**config.mk**
```make
export PLATFORM = sky130hd
export DESIGN_NAME = branch_entry_loader_flat
export DESIGN_NICKNAME = d
export VERILOG_FILES = /design/src/rtl/branch_entry_loader_if.sv /design/src/rtl/branch_entry_loader.sv /design/src/flat_wrapper.sv
export SDC_FILE = /design/constraint.sdc
export NUM_CORES = 1
export LEC_CHECK = 0
export BUFFER_PORTS_ARGS = -buffer_cell sky130_fd_sc_hd__buf_2
export CAP_MARGIN = 20
export CELL_PAD_IN_SITES_DETAIL_PLACEMENT = 1
export CELL_PAD_IN_SITES_GLOBAL_PLACEMENT = 1
export CORE_MARGIN = 5
export CORE_UTILIZATION = 30
export DETAILED_ROUTE_END_ITERATION = 10
export PLACE_DENSITY_LB_ADDON = 0.1
export RECOVER_POWER = 25
export SLEW_MARGIN = 0
export SYNTH_ARGS = -nofsm -noshare
export SYNTH_HDL_FRONTEND = slang
export SYNTH_SLANG_ARGS = --single-unit
export TNS_END_PERCENT = 1
```
**constraint.sdc**
```tcl
create_clock -name clock -period 3.49 [get_ports clock]
set_input_delay 0.1745 -clock clock [delete_from_list [all_inputs] [get_ports clock]]
set_output_delay 0.1745 -clock clock [all_outputs]
set_load 0.05 [all_outputs]
```
**src/rtl/branch_entry_loader_if.sv**
```systemverilog
// branch_entry_loader_if: install request, ALU arbitration input and config write port of the branch entry loader
interface branch_entry_loader_if #(
  parameter int PC_WIDTH = 10,
  parameter int D_OPERAND_WIDTH = 12,
  parameter int WORD_WIDTH = 36,
  parameter int COND_WIDTH = 8,
  parameter int THREAD_ADDR_WIDTH = 3,
  parameter int SLOT_WIDTH = 2
);
  logic req_valid;
  logic req_ready;
  logic [THREAD_ADDR_WIDTH-1:0] req_thread;
  logic [SLOT_WIDTH-1:0] req_slot;
  logic [PC_WIDTH-1:0] req_origin;
  logic [PC_WIDTH-1:0] req_destination;
  logic [COND_WIDTH-1:0] req_condition;
  logic req_prediction;
  logic req_pred_enable;
  logic alu_write_valid;
  logic wr_valid;
  logic [D_OPERAND_WIDTH-1:0] wr_addr;
  logic [WORD_WIDTH-1:0] wr_data;
  logic [THREAD_ADDR_WIDTH-1:0] current_thread;
  logic busy;
  logic done;
  logic error;
  modport master(
    output req_valid, req_thread, req_slot, req_origin, req_destination, req_condition,
           req_prediction, req_pred_enable, alu_write_valid,
    input req_ready, wr_valid, wr_addr, wr_data, current_thread, busy, done, error
  );
  modport slave(
    input req_valid, req_thread, req_slot, req_origin, req_destination, req_condition,
          req_prediction, req_pred_enable, alu_write_valid,
    output req_ready, wr_valid, wr_addr, wr_data, current_thread, busy, done, error
  );
endinterface

```
**src/rtl/branch_entry_loader.sv**
```systemverilog
// branch_entry_loader: writes one branch-folding entry field by field into the config port
// during the target thread's write-stage slots, yielding to the ALU.
module branch_entry_loader #(
  parameter int PC_WIDTH = 10,
  parameter int D_OPERAND_WIDTH = 12,
  parameter int WORD_WIDTH = 36,
  parameter int COND_WIDTH = 8,
  parameter int THREAD_COUNT = 8,
  parameter int THREAD_ADDR_WIDTH = 3,
  parameter int INITIAL_THREAD = 0,
  parameter int BRANCH_COUNT = 4,
  parameter int SLOT_WIDTH = 2,
  parameter int DESTINATION_ADDR_OFFSET = 'h3C4,
  parameter int CONDITION_ADDR_OFFSET = 'h3C8,
  parameter int PREDICTION_ADDR_OFFSET = 'h3CC,
  parameter int PRED_ENABLE_ADDR_OFFSET = 'h3D0,
  parameter int ORIGIN_ADDR_OFFSET = 'h3C0
) (
  input logic clock,
  input logic reset_n,
  branch_entry_loader_if.slave bus
);
  typedef enum logic [1:0] {IDLE, WRITE, DONE, ERR} state_t;
  state_t state, state_next;
  logic [2:0] field;
  logic [THREAD_ADDR_WIDTH-1:0] thread, lat_thread;
  logic [SLOT_WIDTH-1:0] lat_slot;
  logic [PC_WIDTH-1:0] lat_origin, lat_dest;
  logic [COND_WIDTH-1:0] lat_cond;
  logic lat_pred, lat_pen;
  logic accept, issue;
  logic [D_OPERAND_WIDTH-1:0] base;
  logic [WORD_WIDTH-1:0] data;
  assign accept = state == IDLE && bus.req_valid;
  assign issue = state == WRITE && thread == lat_thread && !bus.alu_write_valid;
  always_ff @(posedge clock or negedge reset_n)
    if (!reset_n) state <= IDLE;
    else state <= state_next;
  always_comb begin
    state_next = state;
    if (accept) state_next = int'(bus.req_slot) >= BRANCH_COUNT ? ERR : WRITE;
    else if (state == WRITE) state_next = issue && field == 3'd4 ? DONE : WRITE;
    else if (state != IDLE) state_next = IDLE;
  end
  always_ff @(posedge clock or negedge reset_n)
    if (!reset_n) begin
      thread <= THREAD_ADDR_WIDTH'(INITIAL_THREAD);
      field <= '0;
      lat_thread <= '0;
      lat_slot <= '0;
      lat_origin <= '0;
      lat_dest <= '0;
      lat_cond <= '0;
      lat_pred <= 1'b0;
      lat_pen <= 1'b0;
    end else begin
      thread <= thread == THREAD_ADDR_WIDTH'(THREAD_COUNT - 1) ? '0 : thread + 1'b1;
      field <= accept ? '0 : issue ? field + 3'd1 : field;
      if (accept) begin
        lat_thread <= bus.req_thread;
        lat_slot <= bus.req_slot;
        lat_origin <= bus.req_origin;
        lat_dest <= bus.req_destination;
        lat_cond <= bus.req_condition;
        lat_pred <= bus.req_prediction;
        lat_pen <= bus.req_pred_enable;
      end
    end
  // origin goes last so a half-built entry never matches a fetch PC
  always_comb begin
    base = field == 3'd0 ? D_OPERAND_WIDTH'(DESTINATION_ADDR_OFFSET) :
           field == 3'd1 ? D_OPERAND_WIDTH'(CONDITION_ADDR_OFFSET) :
           field == 3'd2 ? D_OPERAND_WIDTH'(PREDICTION_ADDR_OFFSET) :
           field == 3'd3 ? D_OPERAND_WIDTH'(PRED_ENABLE_ADDR_OFFSET) :
                           D_OPERAND_WIDTH'(ORIGIN_ADDR_OFFSET);
    data = field == 3'd0 ? WORD_WIDTH'(lat_dest) :
           field == 3'd1 ? WORD_WIDTH'(lat_cond) :
           field == 3'd2 ? WORD_WIDTH'(lat_pred) :
           field == 3'd3 ? WORD_WIDTH'(lat_pen) :
                           WORD_WIDTH'(lat_origin);
  end
  assign bus.wr_valid = issue;
  assign bus.wr_addr = issue ? base + D_OPERAND_WIDTH'(lat_slot) : '0;
  assign bus.wr_data = issue ? data : '0;
  assign bus.req_ready = state == IDLE;
  assign bus.busy = state != IDLE;
  assign bus.done = state == DONE;
  assign bus.error = state == ERR;
  assign bus.current_thread = thread;
endmodule

```
**src/flat_wrapper.sv**
```systemverilog
// flat-port wrapper written by rule: the top's interface ports become plain ports
module branch_entry_loader_flat 
#(
  parameter int PC_WIDTH = 10,
  parameter int D_OPERAND_WIDTH = 12,
  parameter int WORD_WIDTH = 36,
  parameter int COND_WIDTH = 8,
  parameter int THREAD_COUNT = 8,
  parameter int THREAD_ADDR_WIDTH = 3,
  parameter int INITIAL_THREAD = 0,
  parameter int BRANCH_COUNT = 4,
  parameter int SLOT_WIDTH = 2,
  parameter int DESTINATION_ADDR_OFFSET = 'h3C4,
  parameter int CONDITION_ADDR_OFFSET = 'h3C8,
  parameter int PREDICTION_ADDR_OFFSET = 'h3CC,
  parameter int PRED_ENABLE_ADDR_OFFSET = 'h3D0,
  parameter int ORIGIN_ADDR_OFFSET = 'h3C0
)
  (clock, reset_n, bus_req_valid, bus_req_thread, bus_req_slot, bus_req_origin, bus_req_destination, bus_req_condition, bus_req_prediction, bus_req_pred_enable, bus_alu_write_valid, bus_req_ready, bus_wr_valid, bus_wr_addr, bus_wr_data, bus_current_thread, bus_busy, bus_done, bus_error);
  branch_entry_loader_if #(.PC_WIDTH(PC_WIDTH), .D_OPERAND_WIDTH(D_OPERAND_WIDTH), .WORD_WIDTH(WORD_WIDTH), .COND_WIDTH(COND_WIDTH), .THREAD_ADDR_WIDTH(THREAD_ADDR_WIDTH), .SLOT_WIDTH(SLOT_WIDTH)) bus_i ();
  input logic clock;
  input logic reset_n;
  input wire logic [$bits(bus_i.req_valid)-1:0] bus_req_valid;
  input wire logic [$bits(bus_i.req_thread)-1:0] bus_req_thread;
  input wire logic [$bits(bus_i.req_slot)-1:0] bus_req_slot;
  input wire logic [$bits(bus_i.req_origin)-1:0] bus_req_origin;
  input wire logic [$bits(bus_i.req_destination)-1:0] bus_req_destination;
  input wire logic [$bits(bus_i.req_condition)-1:0] bus_req_condition;
  input wire logic [$bits(bus_i.req_prediction)-1:0] bus_req_prediction;
  input wire logic [$bits(bus_i.req_pred_enable)-1:0] bus_req_pred_enable;
  input wire logic [$bits(bus_i.alu_write_valid)-1:0] bus_alu_write_valid;
  output wire logic [$bits(bus_i.req_ready)-1:0] bus_req_ready;
  output wire logic [$bits(bus_i.wr_valid)-1:0] bus_wr_valid;
  output wire logic [$bits(bus_i.wr_addr)-1:0] bus_wr_addr;
  output wire logic [$bits(bus_i.wr_data)-1:0] bus_wr_data;
  output wire logic [$bits(bus_i.current_thread)-1:0] bus_current_thread;
  output wire logic [$bits(bus_i.busy)-1:0] bus_busy;
  output wire logic [$bits(bus_i.done)-1:0] bus_done;
  output wire logic [$bits(bus_i.error)-1:0] bus_error;
  assign bus_i.req_valid = bus_req_valid;
  assign bus_i.req_thread = bus_req_thread;
  assign bus_i.req_slot = bus_req_slot;
  assign bus_i.req_origin = bus_req_origin;
  assign bus_i.req_destination = bus_req_destination;
  assign bus_i.req_condition = bus_req_condition;
  assign bus_i.req_prediction = bus_req_prediction;
  assign bus_i.req_pred_enable = bus_req_pred_enable;
  assign bus_i.alu_write_valid = bus_alu_write_valid;
  assign bus_req_ready = bus_i.req_ready;
  assign bus_wr_valid = bus_i.wr_valid;
  assign bus_wr_addr = bus_i.wr_addr;
  assign bus_wr_data = bus_i.wr_data;
  assign bus_current_thread = bus_i.current_thread;
  assign bus_busy = bus_i.busy;
  assign bus_done = bus_i.done;
  assign bus_error = bus_i.error;
  branch_entry_loader #(.PC_WIDTH(PC_WIDTH), .D_OPERAND_WIDTH(D_OPERAND_WIDTH), .WORD_WIDTH(WORD_WIDTH), .COND_WIDTH(COND_WIDTH), .THREAD_COUNT(THREAD_COUNT), .THREAD_ADDR_WIDTH(THREAD_ADDR_WIDTH), .INITIAL_THREAD(INITIAL_THREAD), .BRANCH_COUNT(BRANCH_COUNT), .SLOT_WIDTH(SLOT_WIDTH), .DESTINATION_ADDR_OFFSET(DESTINATION_ADDR_OFFSET), .CONDITION_ADDR_OFFSET(CONDITION_ADDR_OFFSET), .PREDICTION_ADDR_OFFSET(PREDICTION_ADDR_OFFSET), .PRED_ENABLE_ADDR_OFFSET(PRED_ENABLE_ADDR_OFFSET), .ORIGIN_ADDR_OFFSET(ORIGIN_ADDR_OFFSET)) u_core (.clock(clock), .reset_n(reset_n), .bus(bus_i));
endmodule
```
==> run_results.csv <==
group,metric,value,unit
status,status,"finished with violations",
status,violations,"capacitance limit, slew limit",
drt,drc_errors,0,
drt,viasPerCell,4.27,
logic_synthesis,syn_area,2400,µm²
floorplanning,die_w,99.4,µm
drt,dr.first_iter.drc_count,54,
drt,first_pass_iters,4,
logic_synthesis,synth_seq_area_share,0.449,
worst_setup_path,critPathLaunchType,"register",
global_route,grt_max_degree,44,
worst_setup_path,crit_path_max_incr_delay,0.70,ns
global_route,first_global_vias,1995,
worst_setup_path,path_cells,"inv_2 > ha_1 > o21ba_2 > a21oi_1 > nor3_2 > buf_2",
logic_synthesis,yosysTopAreaCell,"dfrtp_1",
worst_setup_path,r2r_setup_slack,1.85,ns
logic_synthesis,netlist_instances,291,
worst_setup_path,critPathBufInv,2,
place,gp_congestion,0.751,
drt,wl,6.08,mm
floorplanning,io_pins,95,
drt,vias,1928,
finish,area_growth,14.5,%
worst_setup_path,cp.required,3.32,ns
logic_synthesis,ys_types,26,
power,p_switching,0.000917,W
place,hpwl,4.49,mm
sta,rsz0062_at_grt,"false",
power,p_leak,1.52,nW
drt,wl_per_cell,13.5,µm
worst_setup_path,cp_slowest_cell,"dfrtp_1",
flow_run,cap_viol_max_count,1,
floorplanning,dieArea,9880,µm²
sta,finalSetupViolCount,0,
logic_synthesis,yosys.area.top_type_share,0.449,
logic_synthesis,synth_area_leaders,"dfrtp_1 (45%), nand2_1 (17%), buf_4 (12%)",
sta,worst_pin_slew,1.59,ns
worst_setup_path,cp_top_family,"flip-flops",
floorplanning,start_util,0.309,
sta,finalClockSkew,0.00557,ns
power,seqPwrFrac,0.403,
clock_tree,numCtsBuffers,5,
logic_synthesis,ys_ff_latch,43,
worst_setup_path,critical_path_arrival,2.32,ns
sta,fin_crit_sh,0.716,
sta,hold_viol_final,0,
clock_tree,h-tree-depth,2,
sta,drv_slew,30,
finish,diodes,0,
power,peakVddDrop,0.000182,V
floorplanning,fp-row-count,32,
clock_tree,root_buffer,"clkbuf_8",
clock_tree,cts_setup_buffers,0,
floorplanning,die_height,99.4,µm
worst_setup_path,cp_max_fo,16,
drt,ant_nets,0,
clock_tree,cts.sinks,43,
sta,max-slew-margin-rel,-0.0603,
power,switching_share,0.455,
global_route,gr-usage-all-layers,0.126,
global_route,antenna_found_initial,0,
floorplanning,coreArea,7770,µm²
finish,drive_above_1_share,0.252,
place,placedCellCount,442,
power,power_density,734,nW/µm²
sta,max_freq,400,MHz
sta,fin_tns_setup,0,ns
power,pwr-share-clk,0.157,
sta,whs,0.0669,ns
global_route,overflow,0,
global_route,grt_pass1_wl,10.0,mm
clock_tree,clk_pin_slew,0.08,ns
finish,utilization,0.353,
clock_tree,cts_tree,"done",
logic_synthesis,yosysWarnings,0,
power,pwr-share-comb,0.440,
clock_tree,clk_path_buf_depth,2,
hold_path,hold_class,"in2reg",
worst_setup_path,end_kind,"output port",
power,internal_power,0.00110,W
clock_tree,insertion_delay,0.29,ns
logic_synthesis,avgSynthCellArea,8.24,µm²
place,io_buffers,65,
worst_setup_path,worstSetupPathType,"reg2out",
sta,fin_crit,2.50,ns
finish,nets,395,
finish,instances_no_fill,451,
final cells by class:
cell class | count | area, µm²
tap | 102 | 128
timing repair buffer | 70 | 360
inverter | 6 | 22.5
multi-input combinational | 223 | 1070
clock buffer | 6 | 82.6
fill | 997 | 5020
clock inverter | 1 | 5.00
sequential | 43 | 1080
per-stage QoR:
stage	total power, W	instance area, µm²	setup slack (ns)
2_1_floorplan	0.00153	2500	1.09
3_3_place_gp	0.00170	2650	1.35
3_5_place_dp	0.00171	2650	1.30
4_1_cts	0.00205	2730	0.968
5_1_grt	0.00219	2750	0.545
6_report	0.00201	2750	0.991
sequential cells by signal, indices dropped and copies added, names as in the netlist:
name / cells
u_core.lat_dest: 10
u_core.lat_pred: 1
u_core.lat_pen: 1
u_core.lat_thread: 3
u_core.lat_origin: 10
u_core.state: 2
u_core.bus.current_thread: 3
u_core.field: 3
u_core.lat_slot: 2
u_core.lat_cond: 8
repair_timing:
| item | in CTS | in global routing |
|---|---|---|
| gates resized for setup | 0 | 0 |
| hold buffers | 0 | 1 |
| hold endpoints to repair | 0 | 14 |
worst reg2reg max path, stage by stage (launching register included):
cell and delay, ns:
dfrtp_1 0.43, nor3b_2 0.17, nand4_1 0.39, buf_4 0.36, nand3_1 0.09, o21ai_0 0.09
cells in the final DEF (no fill, tap or decap):
cell type	Yosys	routed
nand2_1	110	110
buf_2	8	64
dfrtp_1	43	43
conb_1	1	29
nor2_1	20	20
a21oi_1	18	18
nor3_2	8	8
ha_1	7	7
clkbuf_8	0	6
inv_1	5	5
o21ai_0	5	5
nand3_1	5	5
and2_1	4	4
nor2b_1	4	4
xnor2_1	3	3
buf_4	37	3
nor3_1	2	2
nor2_2	2	2
clkbuf_1	1	2
nor3b_2	1	1
nand4_1	1	1
inv_2	1	1
nor4_4	1	1
o21ba_2	1	1
a221o_1	1	1
o21bai_1	1	1
clkinv_2	0	1
dlygate4sd3_1	0	1
power groups by stage:
stage	Sequential, W	Clock, W	Combinational, W
5_1_grt	0.000837	0.000352	0.00101
6_report	0.000812	0.000316	0.000887
2_1_floorplan	0.000768	0	0.000766
4_1_cts	0.000817	0.000337	0.000899
3_3_place_gp	0.000821	0	0.000882
3_5_place_dp	0.000823	0	0.000892
logic make-up after synthesis:
logic type               synth area share
flip-flops                          0.449
adder cells (fa/ha/maj)            0.0365
XOR/XNOR                           0.0110
buffers and inverters               0.148
AND/OR/NAND/NOR                     0.294
AO/OA/AOI/OAI                      0.0595
other                             0.00156
final timing paths:
path / start / end / depth (start not counted)
worst max-delay path: u_core.field[2]$_DFFE_PN0P_ / bus_wr_data[7] / 6
worst min-delay path: bus_req_destination[6] / u_core.lat_dest[6]$_DFFE_PN0P_ / 3
worst max register to register: u_core.state[1]$_DFFE_PN0P_ / u_core.field[2]$_DFFE_PN0P_ / 5
worst min register to register: u_core.lat_origin[0]$_DFFE_PN0P_ / u_core.lat_origin[0]$_DFFE_PN0P_ / 2
max in group asynchronous: reset_n / u_core.lat_slot[1]$_DFFE_PN0P_ / 3
min in group asynchronous: reset_n / u_core.lat_cond[2]$_DFFE_PN0P_ / 2
routing by layer:
metal	GRT usage	share of wire	vias up
li1	-	-	963
met1	0.175	0.46	906
met2	0.202	0.47	55
met3	0.0288	0.061	4
met4	0.0284	0.0076	0
met5	0	0	-
synth_stat cells:
master    count
o21bai_1      1
nor2_1       20
a21oi_1      18
o21ba_2       1
nor4_4        1
nor3_1        2
buf_6         1
clkbuf_1      1
buf_2         8
inv_1         5
conb_1        1
nor3_2        8
nand4_1       1
nand3_1       5
ha_1          7
and2_1        4
nor2b_1       4
nand2_1     110
xnor2_1       3
inv_2         1
nor2_2        2
buf_4        37
o21ai_0       5
dfrtp_1      43
nor3b_2       1
a221o_1       1
Note: power is estimated with default switching activity, not from simulation.
